--- src/rtl/pcm_pkg.sv ---
// Shared definitions for the PCM channel loader: register map, FSM states,
// the buffered command record and the register-write table.
package pcm_pkg;

  localparam logic [9:0] REG_TYPE_BASE = 10'h200;
  localparam logic [9:0] REG_KEY_ON    = 10'h214;
  localparam logic [9:0] REG_KEY_OFF   = 10'h215;
  localparam logic [9:0] REG_MASTER    = 10'h22F;
  localparam logic [9:0] CH_STRIDE     = 10'h020;
  localparam int         REGS_WRITES   = 15;

  typedef enum logic [2:0] {
    ST_INIT,
    ST_IDLE,
    ST_KOFF,
    ST_REGS,
    ST_KON,
    ST_GAP
  } state_e;

  typedef struct packed {
    logic [2:0]  ch;
    logic [23:0] pitch;
    logic [7:0]  vol;
    logic [7:0]  rev_vol;
    logic [15:0] rev_dly;
    logic [23:0] loop_addr;
    logic [23:0] start_addr;
    logic [7:0]  wave_type;
    logic        loopen;
    logic        keyon;
    logic        retrig;
  } cmd_t;

  typedef struct packed {
    logic [9:0] addr;
    logic [7:0] data;
  } wr_t;

  function automatic logic [9:0] ch_base(logic [2:0] ch);
    return 10'(ch) * CH_STRIDE;
  endfunction

  // Address/data of the idx-th per-channel register write (0..14).
  function automatic wr_t regs_write(cmd_t c, logic [3:0] idx);
    logic [9:0] b;
    wr_t        w;
    b = ch_base(c.ch);
    w = '{addr: b, data: 8'h00};
    case (idx)
      4'd0:  w = '{addr: b + 10'h000, data: c.pitch[7:0]};
      4'd1:  w = '{addr: b + 10'h001, data: c.pitch[15:8]};
      4'd2:  w = '{addr: b + 10'h002, data: c.pitch[23:16]};
      4'd3:  w = '{addr: b + 10'h003, data: c.vol};
      4'd4:  w = '{addr: b + 10'h004, data: c.rev_vol};
      4'd5:  w = '{addr: b + 10'h006, data: c.rev_dly[7:0]};
      4'd6:  w = '{addr: b + 10'h007, data: c.rev_dly[15:8]};
      4'd7:  w = '{addr: b + 10'h008, data: c.loop_addr[7:0]};
      4'd8:  w = '{addr: b + 10'h009, data: c.loop_addr[15:8]};
      4'd9:  w = '{addr: b + 10'h00A, data: c.loop_addr[23:16]};
      4'd10: w = '{addr: b + 10'h00C, data: c.start_addr[7:0]};
      4'd11: w = '{addr: b + 10'h00D, data: c.start_addr[15:8]};
      4'd12: w = '{addr: b + 10'h00E, data: c.start_addr[23:16]};
      4'd13: w = '{addr: REG_TYPE_BASE + {6'b0, c.ch, 1'b0}, data: c.wave_type};
      4'd14: w = '{addr: REG_TYPE_BASE + {6'b0, c.ch, 1'b1}, data: {7'b0, c.loopen}};
      default: ;
    endcase
    return w;
  endfunction

endpackage

--- src/rtl/pcm_cmd_fifo.sv ---
// Command buffer: power-of-two depth FIFO with a combinational head output.
// Pointers carry one extra wrap bit so full and empty are distinguishable.
module pcm_cmd_fifo #(
  parameter int WIDTH = 8,
  parameter int DEPTH = 4
) (
  input  logic             clk,
  input  logic             rst_n,
  input  logic             push_i,
  input  logic [WIDTH-1:0] din_i,
  input  logic             pop_i,
  output logic [WIDTH-1:0] dout_o,
  output logic             empty_o,
  output logic             full_o
);

  localparam int AW = (DEPTH > 1) ? $clog2(DEPTH) : 1;

  logic [WIDTH-1:0] mem_q [DEPTH];
  logic [AW:0]      wr_ptr_q;
  logic [AW:0]      rd_ptr_q;

  assign empty_o = (wr_ptr_q == rd_ptr_q);
  assign full_o  = (wr_ptr_q[AW] != rd_ptr_q[AW]) &&
                   (wr_ptr_q[AW-1:0] == rd_ptr_q[AW-1:0]);
  assign dout_o  = mem_q[rd_ptr_q[AW-1:0]];

  // Storage write on accepted push.
  // NOTE: the data array is deliberately not reset; the pointers alone define validity.
  always_ff @(posedge clk) begin
    if (push_i && !full_o) mem_q[wr_ptr_q[AW-1:0]] <= din_i;
  end

  // Pointer update; push and pop in the same cycle both take effect.
  // NOTE: sequential state uses <= so every register samples pre-edge values.
  always_ff @(posedge clk) begin
    if (!rst_n) begin
      wr_ptr_q <= '0;
      rd_ptr_q <= '0;
    end else begin
      if (push_i && !full_o)  wr_ptr_q <= wr_ptr_q + (AW+1)'(1);
      if (pop_i  && !empty_o) rd_ptr_q <= rd_ptr_q + (AW+1)'(1);
    end
  end

endmodule

--- src/rtl/pcm_ch_loader.sv ---
// PCM channel loader: buffers channel-setup commands and replays each one as
// a paced series of single-cycle CPU register writes (key-off, 15 channel
// registers, key-on). All CPU-side outputs and ERR are registered.
module pcm_ch_loader
  import pcm_pkg::*;
#(
  parameter int CH_COUNT   = 8,
  parameter int FIFO_DEPTH = 4,
  parameter int WR_GAP     = 1
) (
  input  logic        CLK,
  input  logic        nRESET,
  input  logic        CMD_VALID,
  output logic        CMD_READY,
  input  logic [2:0]  CMD_CH,
  input  logic [23:0] CMD_PITCH,
  input  logic [7:0]  CMD_VOL,
  input  logic [7:0]  CMD_REV_VOL,
  input  logic [15:0] CMD_REV_DLY,
  input  logic [23:0] CMD_LOOP,
  input  logic [23:0] CMD_START,
  input  logic [7:0]  CMD_TYPE,
  input  logic        CMD_LOOPEN,
  input  logic        CMD_KEYON,
  input  logic        CMD_RETRIG,
  output logic [9:0]  CPU_ADDR,
  output logic [7:0]  CPU_DATA,
  output logic        CPU_WR,
  output logic        BUSY,
  output logic        ERR
);

  localparam int GW = (WR_GAP > 1) ? $clog2(WR_GAP) : 1;

  cmd_t        cmd_in, head, cur_q, step_cmd_d;
  state_e      state_q, ret_q, step_state_d, next_state_d;
  logic [3:0]  widx_q, step_idx_d, next_idx_d;
  logic [GW-1:0] gap_q;
  logic [9:0]  addr_q;
  logic [7:0]  data_q;
  logic        wr_q, err_q;
  logic        fifo_empty, fifo_full, accept, reject, push, pop, issue_d;
  wr_t         wr_d;

  assign cmd_in = '{ch: CMD_CH, pitch: CMD_PITCH, vol: CMD_VOL, rev_vol: CMD_REV_VOL,
                    rev_dly: CMD_REV_DLY, loop_addr: CMD_LOOP, start_addr: CMD_START,
                    wave_type: CMD_TYPE, loopen: CMD_LOOPEN, keyon: CMD_KEYON,
                    retrig: CMD_RETRIG};

  assign CMD_READY = !fifo_full && (state_q != ST_INIT);
  assign accept    = CMD_VALID && CMD_READY;
  assign reject    = accept && (int'(CMD_CH) >= CH_COUNT);
  assign push      = accept && !reject;
  assign pop       = (state_q == ST_IDLE) && !fifo_empty;
  assign BUSY      = (state_q != ST_IDLE) || !fifo_empty;

  assign CPU_ADDR = addr_q;
  assign CPU_DATA = data_q;
  assign CPU_WR   = wr_q;
  assign ERR      = err_q;

  pcm_cmd_fifo #(
    .WIDTH($bits(cmd_t)),
    .DEPTH(FIFO_DEPTH)
  ) u_fifo (
    .clk    (CLK),
    .rst_n  (nRESET),
    .push_i (push),
    .din_i  (cmd_in),
    .pop_i  (pop),
    .dout_o (head),
    .empty_o(fifo_empty),
    .full_o (fifo_full)
  );

  // Select the write to issue this cycle and the step that follows it. IDLE
  // works on the FIFO head so the first strobe lands right after the pop.
  // NOTE: every output gets a default first so no latch is inferred.
  always_comb begin
    step_cmd_d   = (state_q == ST_IDLE) ? head : cur_q;
    step_state_d = state_q;
    step_idx_d   = widx_q;
    if (state_q == ST_IDLE) begin
      step_state_d = head.retrig ? ST_KOFF : ST_REGS;
      step_idx_d   = '0;
    end
    issue_d      = 1'b0;
    wr_d         = '0;
    next_state_d = ST_IDLE;
    next_idx_d   = '0;
    case (step_state_d)
      ST_INIT: begin
        issue_d = 1'b1;
        wr_d    = '{addr: REG_MASTER, data: 8'h01};
      end
      ST_KOFF: begin
        issue_d      = 1'b1;
        wr_d         = '{addr: REG_KEY_OFF, data: 8'b1 << step_cmd_d.ch};
        next_state_d = ST_REGS;
      end
      ST_REGS: begin
        issue_d = 1'b1;
        wr_d    = regs_write(step_cmd_d, step_idx_d);
        if (step_idx_d == 4'(REGS_WRITES - 1)) begin
          next_state_d = step_cmd_d.keyon ? ST_KON : ST_IDLE;
        end else begin
          next_state_d = ST_REGS;
          next_idx_d   = step_idx_d + 4'd1;
        end
      end
      ST_KON: begin
        issue_d = 1'b1;
        wr_d    = '{addr: REG_KEY_ON, data: 8'b1 << step_cmd_d.ch};
      end
      default: ;
    endcase
    if ((state_q == ST_IDLE) && fifo_empty) issue_d = 1'b0;
  end

  // Sequencer FSM with registered CPU strobe, address, data and ERR.
  always_ff @(posedge CLK) begin
    if (!nRESET) begin
      state_q <= ST_INIT;
      ret_q   <= ST_IDLE;
      widx_q  <= '0;
      gap_q   <= '0;
      cur_q   <= '0;
      addr_q  <= '0;
      data_q  <= '0;
      wr_q    <= 1'b0;
      err_q   <= 1'b0;
    end else begin
      wr_q  <= issue_d;
      err_q <= reject;
      if (pop) cur_q <= head;
      if (issue_d) begin
        addr_q <= wr_d.addr;
        data_q <= wr_d.data;
        widx_q <= next_idx_d;
        if (WR_GAP > 0) begin
          state_q <= ST_GAP;
          ret_q   <= next_state_d;
          gap_q   <= GW'(WR_GAP - 1);
        end else begin
          state_q <= next_state_d;
        end
      end else if (state_q == ST_GAP) begin
        if (gap_q == '0) state_q <= ret_q;
        else             gap_q   <= gap_q - GW'(1);
      end
    end
  end

endmodule

--- config.mk ---
export PLATFORM = sky130hd
export DESIGN_NAME = pcm_ch_loader
export DESIGN_NICKNAME = d
export VERILOG_FILES = /design/src/rtl/pcm_pkg.sv /design/src/rtl/pcm_cmd_fifo.sv /design/src/rtl/pcm_ch_loader.sv
export SDC_FILE = /design/constraint.sdc
export NUM_CORES = 1
export LEC_CHECK = 0
export CAP_MARGIN = 15
export CORE_ASPECT_RATIO = 0.9
export CORE_MARGIN = 3
export CORE_UTILIZATION = 59
export DETAILED_ROUTE_END_ITERATION = 8
export HOLD_SLACK_MARGIN = 0.03
export MAX_ROUTING_LAYER = met4
export PLACE_DENSITY = 0.79
export SLEW_MARGIN = 25
export SYNTH_ARGS = -nofsm -noshare
export SYNTH_HDL_FRONTEND = slang
export SYNTH_SLANG_ARGS = --single-unit
--- constraint.sdc ---
create_clock -name CLK -period 5.2 [get_ports CLK]
set_input_delay 0.78 -clock CLK [delete_from_list [all_inputs] [get_ports CLK]]
set_output_delay 0.78 -clock CLK [all_outputs]
set_load 0.005 [all_outputs]
==> flow_metrics.tcl <==
set metrics [dict create \
    synth_top_family_by_area "multiplexers" \
    multi_input_area_um2 6240 \
    top_layer_used "met4" \
    core_um2 39800 \
    die_h_um 197 \
    synth_edf_count 472 \
    die_w_um 218 \
    synth_mux_area_frac 0.123 \
    synth_fa_ha_area_frac 0.00261 \
    maxCapViolations 0 \
    met2WireLength_um 26500 \
    ir_worst_vdd_v 0.000306 \
    crit_fanout 13 \
    ctsHtreeMaxLevel 2 \
    start_util 0.601 \
    p_leak_nw 8.85 \
    synth_seq_cells 625 \
    synth-simple-area-share 0.0683 \
    min-delay-start "cur_q[10]" \
    period_needed_ns 3.27 \
    crit_family "buffers and inverters" \
    min_path_cells 2 \
    slowest_delay_ns 0.61 \
    cp-end-kind "primary output" \
    synth_compound_area_frac 0.0621 \
    io_pins 143 \
    synthFlopType "edfxtp_1" \
    synthToLayoutAreaGrowth_pct 16.5 \
    grt.total_usage 0.264 \
    yosysTopAreaCell "edfxtp_1" \
    hold_viol_final 0 \
    grt_pass1_wl_um 82700 \
    p_per_area_nw_per_um2 412 \
    cts_tree "done" \
    max_freq_mhz 306 \
    clockBufferDepth 3 \
    synthArstFlopShare 0 \
    synth_xor_xnor_area_share 0.00329 \
    rows 69 \
    synthTopCellsByArea "edfxtp_1, dfxtp_1, mux4_2" \
    yosysWarnings 0 \
    fillers 2507 \
    wl_met1_um 22400 \
    final_common_cell "edfxtp_1" \
    period_share 0.629 \
    rsz0062_at_grt "false" \
    synth.distinct_cells 67 \
    syn-instance-count 1516 \
    slew_headroom 0.260 \
    wl_met3_um 4360 \
    reg2reg_depth 4 \
    routed_via_density 6.19 \
    cts.repair.resized 0 \
    fp.dieArea_um2 43000 \
    clock-sinks 625 \
    fin_cells 2226 \
    routedWlPerCell_um 24.4 \
    holdWs_ns 0.459 \
    synthesis.area_um2 23900 \
    numCtsBuffers 58 \
    cp.arrival_ns 2.49 \
    num-nets-final 1770 \
    path_buf_inv 1 \
    cts_setup_buffers 0 \
    antenna_left 0 \
    hp-class "register to register" \
    gp_congestion 0.969 \
    wl_um 54400 \
    clk_latency_ns 0.62 \
    drt-initial-drc-count 1725 \
    hold-path-endpoint "cur_q[10]" \
    syn_area_per_cell_um2 15.8 \
    worstMarginPinSlew_ns 1.10 \
    yosysTopAreaCellShare 0.592 \
    tns_ns 0 \
    setup_viol 0 \
    cts_hold_buf 0 \
    cts_root_buffer "clkbuf_16" \
    slowest_stage "clkdlybuf4s50_1" \
    ys_seq_area_frac 0.720 \
    start_kind "register" \
    finClkSkew_ns 0.0122 \
    antenna_found_initial 0 \
    overflow 0 \
    dr.pass1.iters 6 \
    maxSlewViolCount 0 \
    worstPathRequired_ns 4.42 \
    crit_chain "nor3_1, a31oi_1, clkdlybuf4s50_1" \
    regArea_um2 17200 \
    grt_pass1_vias 13765 \
    dp_hpwl_um 33800 \
    insertedDiodeCount 0 \
    worstSetupPathType "register to primary output" \
    drive_gt1_frac 0.153 \
    r2r_end "u_fifo.mem_q[3][65]" \
    via_count 13789 \
    grt_max_degree 119 \
    rrSetupSlack_ns 2.21 \
    drc_errors 0 \
    r2r-start "state_q[2]" \
    status "finished, final reports clean" \
    dp_cells 2116 \
    port_buffers 140 \
    path_clk_slew_ns 0.06 \
    final_cell_mix "edfxtp_1, nand2_1, dfxtp_1, clkdlybuf4s50_1, a21oi_1" \
]
==> registers in the layout (all words and copies together), names as in the netlist, 3 cells and up, named ones only <==
name,count
CPU_ADDR,9
CPU_DATA,8
cur_q,117
ret_q,3
state_q,3
u_fifo.mem_q,472
u_fifo.rd_ptr_q,3
u_fifo.wr_ptr_q,3
widx_q,4
==> synth_stat cells, drive strengths merged (3+ instances only) <==
cell type	count
and3	13
a21oi	136
nor3	11
nor2	31
o31ai	3
a32o	3
a211o	7
edfxtp	472
nand2	282
o22ai	12
nand2b	5
inv	8
or2	3
nor2b	10
a22oi	14
nand3	17
mux2i	19
xnor2	7
o21ai	23
clkbuf	42
a22o	8
buf	52
dfxtp	153
mux2	4
a31oi	10
o21a	3
mux4	119
ha	5
nor4	5
==> worst reg2reg max path, stage by stage (launching register included) <==
cell     delay (ns)
dfxtp_1        0.58
nor3_1         0.20
a31oi_1        0.49
and3_4         0.86
buf_12         0.40
==> kinds of logic after synthesis <==
family,after synthesis
buf+inv,102
flops,625
fa+ha+maj,5
mux,142
compound gates,244
simple gates,388
xor+xnor,9
other cells,1
==> cell type report <==
| type | instances | share of cell area |
|---|---|---|
| flip-flops and latches | 625 | 0.619 |
| multi-input cells | 790 | 0.224 |
| clock buffers | 85 | 0.0654 |
| repair buffers | 161 | 0.0579 |
| well taps | 532 | 0.0239 |
| clock inverters | 25 | 0.00902 |
| inverters | 8 | 0.00117 |
==> metal layers <==
metal	track usage	up-vias
li1	-	6069
met2	0.404	626
met3	0.0543	93
met4	0.0669	0
met1	0.373	7001
met5	-	-
==> worst max path at each step <==
stage	to	from	depth (start not counted)
6_report	CMD_READY	state_q[2]	3
2_1_floorplan	u_fifo.mem_q[3][0]	state_q[2]	4
3_3_place_gp	widx_q[1]	nRESET	5
4_1_cts	CMD_READY	state_q[2]	3
3_5_place_dp	widx_q[3]	nRESET	5
5_1_grt	CMD_READY	state_q[2]	3
==> metrics by stage <==
stage           util  power (mW)  setup WS [ns]  cell area (um^2)
2_1_floorplan      -        6.65          0.771             23900
3_3_place_gp   0.648        7.09           2.11             25800
3_5_place_dp   0.648        7.12           2.08             25800
4_1_cts        0.700        11.5           1.93             27900
5_1_grt        0.700        11.9           1.78             27900
6_report       0.700        11.5           1.93             27900
==> where the power goes <==
group	total [mW]	internal, mW	switching [mW]
registers	5.83	5.65	0.175
clock network	4.44	2.64	1.80
logic	1.20	0.530	0.673
Power figures use the tool's default switching activity.
